<file path="src/rtl/pingpong_game_ctrl.sv">
// Ping-pong game-rule engine: serve/rally/score state machine driving a
// one-hot ball LED strip and per-player scores for the score display.
module pingpong_game_ctrl #(
  parameter int unsigned LED_N     = 16,
  parameter int unsigned WIN_SCORE = 7
) (
  input  logic             clk,
  input  logic             reset,
  input  logic             tick,
  input  logic             btn_p1,
  input  logic             btn_p2,
  output logic [1:0]       game_state,
  output logic [3:0]       p1_score,
  output logic [3:0]       p2_score,
  output logic [LED_N-1:0] ball_led,
  output logic             point_p1,
  output logic             point_p2
);

  localparam int unsigned POS_W = (LED_N > 1) ? $clog2(LED_N) : 1;

  localparam logic [1:0] S_IDLE  = 2'd0;
  localparam logic [1:0] S_SERVE = 2'd1;
  localparam logic [1:0] S_PLAY  = 2'd2;
  localparam logic [1:0] S_DONE  = 2'd3;

  localparam logic [POS_W-1:0] POS_FIRST = '0;
  localparam logic [POS_W-1:0] POS_LAST  = POS_W'(LED_N - 1);
  localparam logic [3:0]       WIN       = 4'(WIN_SCORE);

  // server/dir encoding: 0 = P1 side (left, pos 0), 1 = P2 side (right)
  logic [POS_W-1:0] pos, pos_n;
  logic             dir, dir_n;
  logic             server, server_n;
  logic [1:0]       state_n;
  logic [3:0]       p1_n, p2_n;
  logic             pt1_n, pt2_n;
  logic [LED_N-1:0] led_n;
  logic             award_p1, award_p2;
  logic             rcv_btn, at_end, srv_btn;

  always_comb begin
    rcv_btn = dir ? btn_p1 : btn_p2;
    at_end  = dir ? (pos == POS_FIRST) : (pos == POS_LAST);
    srv_btn = server ? btn_p2 : btn_p1;
  end

  // Next-state, score and ball-motion logic
  always_comb begin
    state_n  = game_state;
    p1_n     = p1_score;
    p2_n     = p2_score;
    pos_n    = pos;
    dir_n    = dir;
    server_n = server;
    pt1_n    = 1'b0;
    pt2_n    = 1'b0;
    award_p1 = 1'b0;
    award_p2 = 1'b0;

    case (game_state)
      S_IDLE: begin
        if (btn_p1 || btn_p2) begin
          state_n  = S_SERVE;
          server_n = 1'b0;
          pos_n    = POS_FIRST;
          dir_n    = 1'b0;
        end
      end
      S_SERVE: begin
        pos_n = server ? POS_LAST : POS_FIRST;
        if (srv_btn) begin
          state_n = S_PLAY;
          dir_n   = server;
        end
      end
      S_PLAY: begin
        if (rcv_btn) begin
          if (at_end) begin
            dir_n = ~dir;
            if (tick) begin
              pos_n = dir ? (pos + POS_W'(1)) : (pos - POS_W'(1));
            end
          end else begin
            award_p1 = ~dir;
            award_p2 = dir;
          end
        end else if (tick) begin
          if (!at_end) begin
            pos_n = dir ? (pos - POS_W'(1)) : (pos + POS_W'(1));
          end else begin
            award_p1 = ~dir;
            award_p2 = dir;
          end
        end
      end
      default: begin
        if (btn_p1 || btn_p2) begin
          state_n  = S_IDLE;
          p1_n     = 4'd0;
          p2_n     = 4'd0;
          pos_n    = POS_FIRST;
          dir_n    = 1'b0;
          server_n = 1'b0;
        end
      end
    endcase

    // The loser of a point serves next from their own end
    if (award_p1) begin
      p1_n  = p1_score + 4'd1;
      pt1_n = 1'b1;
      if (p1_n == WIN) begin
        state_n = S_DONE;
      end else begin
        state_n  = S_SERVE;
        server_n = 1'b1;
        pos_n    = POS_LAST;
      end
    end else if (award_p2) begin
      p2_n  = p2_score + 4'd1;
      pt2_n = 1'b1;
      if (p2_n == WIN) begin
        state_n = S_DONE;
      end else begin
        state_n  = S_SERVE;
        server_n = 1'b0;
        pos_n    = POS_FIRST;
      end
    end

    led_n = '0;
    if (state_n == S_SERVE || state_n == S_PLAY) begin
      led_n = LED_N'(1) << pos_n;
    end
  end

  always_ff @(posedge clk) begin
    if (!reset) begin
      game_state <= S_IDLE;
      p1_score   <= 4'd0;
      p2_score   <= 4'd0;
      pos        <= POS_FIRST;
      dir        <= 1'b0;
      server     <= 1'b0;
      ball_led   <= '0;
      point_p1   <= 1'b0;
      point_p2   <= 1'b0;
    end else begin
      game_state <= state_n;
      p1_score   <= p1_n;
      p2_score   <= p2_n;
      pos        <= pos_n;
      dir        <= dir_n;
      server     <= server_n;
      ball_led   <= led_n;
      point_p1   <= pt1_n;
      point_p2   <= pt2_n;
    end
  end

endmodule

</file>
<file path="config.mk">
export PLATFORM = sky130hd
export DESIGN_NAME = pingpong_game_ctrl
export DESIGN_NICKNAME = d
export VERILOG_FILES = /design/src/rtl/pingpong_game_ctrl.sv
export SDC_FILE = /design/constraint.sdc
export NUM_CORES = 1
export LEC_CHECK = 0
export ABC_AREA = 1
export CAP_MARGIN = 0
export CORE_MARGIN = 2
export CORE_UTILIZATION = 53
export CTS_BUF_LIST = sky130_fd_sc_hd__clkbuf_16
export DETAILED_ROUTE_END_ITERATION = 7
export GPL_TIMING_DRIVEN = 0
export PLACE_DENSITY = 0.8
export REMOVE_ABC_BUFFERS = 1
export SLEW_MARGIN = 40
export SYNTH_ARGS = -nofsm -noshare
export SYNTH_HDL_FRONTEND = slang
export SYNTH_SLANG_ARGS = --single-unit
</file>
<file path="constraint.sdc">
create_clock -name clk -period 2.2 [get_ports clk]
set_input_delay 0.55 -clock clk [delete_from_list [all_inputs] [get_ports clk]]
set_output_delay 0.55 -clock clk [all_outputs]
set_load 0.02 [all_outputs]
</file>
==> summary.md <==
| Metric | Value |
|---|---|
| Max Clock Freq | `a little under 0.5 GHz` |
| Period utilization | `just over 90%` |
| Status | `finished clean` |
| H-tree lvl count | `2` |
| Clock root cell | `clkbuf_16` |
| First-pass GRT wire length | `7040 µm` |
| Total negative setup slack | `0 ps` |
| Clock Skew | `between 3 and 4 ps` |
| # port buffers | `32` |
| CP endpoint kind | `register` |
| Initial DRC count | `between 100 and 150` |
| Ys flop type | `dfxtp_1` |
| Die Span Y | `64.7 µm` |
| Crit path launch | `tick` |
| Hpwl dp | `approximately 2900 µm` |
| CORE AREA | `3610 µm²` |
| Final Net Count | `about 320` |
| Initial core utilization | `a little over half` |
| Placed insts | `around 350` |
| Final critical-path setup slack | `about 180 ps` |
| DR WL/cell | `~12 µm` |
| Layout Cells excl Fill | `between 300 and 400` |
| Min Tclk post-route | `between 2000 and 2500 ps` |
| Data arrival, critical path | `roughly 2200 ps` |
| WHS | `around 500 ps` |
| Async S/R FF share, synth | `0%` |
| CTS max path bufs | `2` |
| Slowest-stage cell, CP | `clkdlybuf4s15_1` |
| Max-slew headroom | `about 67%` |
| Die area | `~4200 µm²` |
| Cell depth of the worst hold path | `2` |
| Startpoint types | `input port` |
| Vias | `1791` |
| Max-slew violation count | `0` |
| Place WS | `-495 ps` |
| Tightest Pin Transition | `501 ps` |
| Largest net degree at the start of global routing | `15` |
| WP buf/inv | `2` |
| # setup viols final | `0` |
| Seq/Total Area, Yosys | `between 30% and 40%` |
| Via/cell ratio | `between 5 and 6` |
| Levels on crit path | `12` |
| Avg Cell Area, Syn | `~7 µm²` |
| Critical path type | `in -> reg` |
| Worst Hold Class | `reg -> reg` |
| 1st-pass router iterations | `4` |
| Clock Sinks | `34` |
| Pleak | `1.06 nW` |
| Total chip power | `between 3 and 4 mW` |
| Clock latency on the worst-skew pair | `270 ps` |
| Post-synth EDFFs | `0` |
| Die Wd | `roughly 65 µm` |
| Most instantiated cells after synthesis | `63 x nand2_1, 34 x dfxtp_1, 33 x nor2_1` |
| GR Overflow Total | `0` |
| Max stage delay on crit path | `approximately 360 ps` |
| Pwr dens | `between 1000 and 1500 nW/µm²` |
| Max_cap viols | `0` |
| Flops & latches, synth | `34` |
| Worst R2R Path Depth | `12` |
| IR drop worst, VDD | `779 µV` |
| Mapped cell area | `around 2000 µm²` |
| Antenna violations before repair | `0` |
| RSZ-0062 raised after global routing | `no` |
| Post-synth top area cell | `dfxtp_1` |
| Placement row count | `22` |
| Post-CTS Setup Bufs | `0` |
| Tot GR Track Use | `21.0%` |
| CP Max Fanout | `14` |
| Share of post-route cells with drive strength above 1 | `around 16%` |
| # DRC | `0` |
| Most frequent cell after synthesis | `nand2_1` |
| Vias in the first global route | `1601` |
| Worst-path clk slew | `~50 ps` |
| Routed Antenna Nets | `0` |
| Cell count after synthesis | `between 200 and 300` |
| Launching point of the worst reg2reg path | `pos[1]$_SDFF_PN0_` |
| CP delay by family, top | `simple AND/OR/NAND/NOR gates` |
| Final WL | `4060 µm` |
| Crit path cell chain | `clkdlybuf4s15_1 -> nand2_1 -> o21ai_2 -> nand3_4 -> inv_2 -> nand2_8 -> nand2_2 -> nor2_4 -> nor2_2 -> nor2_4 -> nand2_2 -> nor2_1` |
| WP data required | `between 2000 and 2500 ps` |
| Antenna cells | `0` |
| Worst hold start | `p1_score[3]$_SDFFE_PN0P_` |
| Yosys warning total | `0` |
| Share of the synthesized area in the top cell type | `34.8%` |
| Layout area overhead | `27.2%` |
| Final hold vios | `0` |
| Distinct cells, synth | `28` |
| CTS tree | `done` |
| CTS Buf Count | `5` |
| Synth top area cells | `dfxtp_1 35%, nand2_1 12%, ha_1 6.4%` |
| Final Wtd Congestion | `roughly 0.8` |
| # IOs | `33` |
kinds of logic (layout without fill, tap and decap cells):
| logic type | after synthesis | count (layout) | synth area share [%] |
|---|---|---|---|
| buffers and inverters | 34 | 66 | 7.93 |
| xor gates and xnor gates | 8 | 8 | 3.58 |
| and+or+nand+nor | 156 | 156 | 39.2 |
| AOI/OAI and AO/OA | 30 | 30 | 8.13 |
| adders and majority gates | 10 | 10 | 6.40 |
| DFF | 34 | 34 | 34.8 |
where the power goes:
group	switching (mW)	internal, mW	total [mW]	leakage [nW]
clock network	0.237	0.523	0.760	0.0773
logic	1.08	0.604	1.69	0.702
registers	0.0965	0.736	0.833	0.277
total	1.42	1.86	3.28	1.06
cell type report:
cell class / instances / area [µm²]
clock buffer: 5 / 125
clock inverter: 2 / 33.8
fill: 287 / 1120
inverter: 27 / 106
multi-input combinational: 204 / 1160
sequential: 34 / 687
tap: 48 / 60.1
timing repair buffer: 32 / 315
worst reg2reg max path: stages (launching register included):
cell and delay (ps):
dfxtp_2 380, ha_2 230, nand4_1 220, nand3_1 170, nand2_1 80, nand2_1 100
nand2_1 70, nand4_1 80, nand2_1 50, nand2_1 150, nand2_1 90, nand2_2 150
nor2_1 80
placed cells by master, fill, tap and decap left out:
| master | instances |
|---|---|
| xor2_1 | 4 |
| nand3_4 | 3 |
| o21ai_2 | 1 |
| clkdlybuf4s15_1 | 2 |
| nand2_2 | 6 |
| clkdlybuf4s50_1 | 29 |
| xnor2_1 | 4 |
| ha_1 | 7 |
| nand3_1 | 21 |
| nor3_1 | 1 |
| dfxtp_1 | 29 |
| inv_6 | 1 |
| nand2_4 | 1 |
| bufinv_16 | 1 |
| inv_1 | 21 |
| a21oi_2 | 1 |
| nor2_1 | 33 |
| nand3_2 | 2 |
| nor2_2 | 4 |
| clkbuf_2 | 1 |
| nand2_1 | 63 |
| nand3b_1 | 1 |
| o31ai_1 | 1 |
| nand4_1 | 11 |
| o21ai_0 | 7 |
| clkbuf_16 | 5 |
| nand2_8 | 1 |
| or2_2 | 4 |
| dfxtp_2 | 5 |
| a21oi_1 | 19 |
| a211oi_1 | 1 |
| nor2_4 | 5 |
| inv_2 | 5 |
| clkinv_1 | 1 |
| ha_2 | 3 |
through the flow:
stage | area (µm²) | utilization (%)
floorplan | 1910 | -
global placement | 2290 | 63.4
CTS | 2450 | 67.9
finish | 2490 | 69.0
global route | 2490 | 69.0
detailed placement | 2290 | 63.4
state kept, by name, indices dropped and copies added, names as in the netlist:
name and cells:
point_p1 1, dir 1, point_p2 1, ball_led 16, pos 4, game_state 2, server 1, p1_score 4
p2_score 4
what timing repair did:
item	in CTS	in global routing
cloned	0	0
pin swaps	0	1
resized for setup	4	17
hold buffers	0	0
setup endpoints to repair	16	16
routing by layer:
| layer | track usage (%) | vias up | wire [µm] |
|---|---|---|---|
| met2 | 34.0 | 39 | 1970 |
| met4 | 8.24 | 0 | 55 |
| met5 | 0 | - | 0 |
| met3 | 4.69 | 9 | 157 |
| li1 | - | 944 | - |
| met1 | 27.0 | 799 | 1880 |
worst paths after layout:
kind | end | slack [ps]
hold / removal | p1_score[3]$_SDFFE_PN0P_ | 500
hold reg to reg | p1_score[3]$_SDFFE_PN0P_ | 500
setup / recovery | ball_led[15]$_SDFF_PN0_ | 180
setup reg to reg | ball_led[15]$_SDFF_PN0_ | 210
Power figures use the tool's default switching activity.
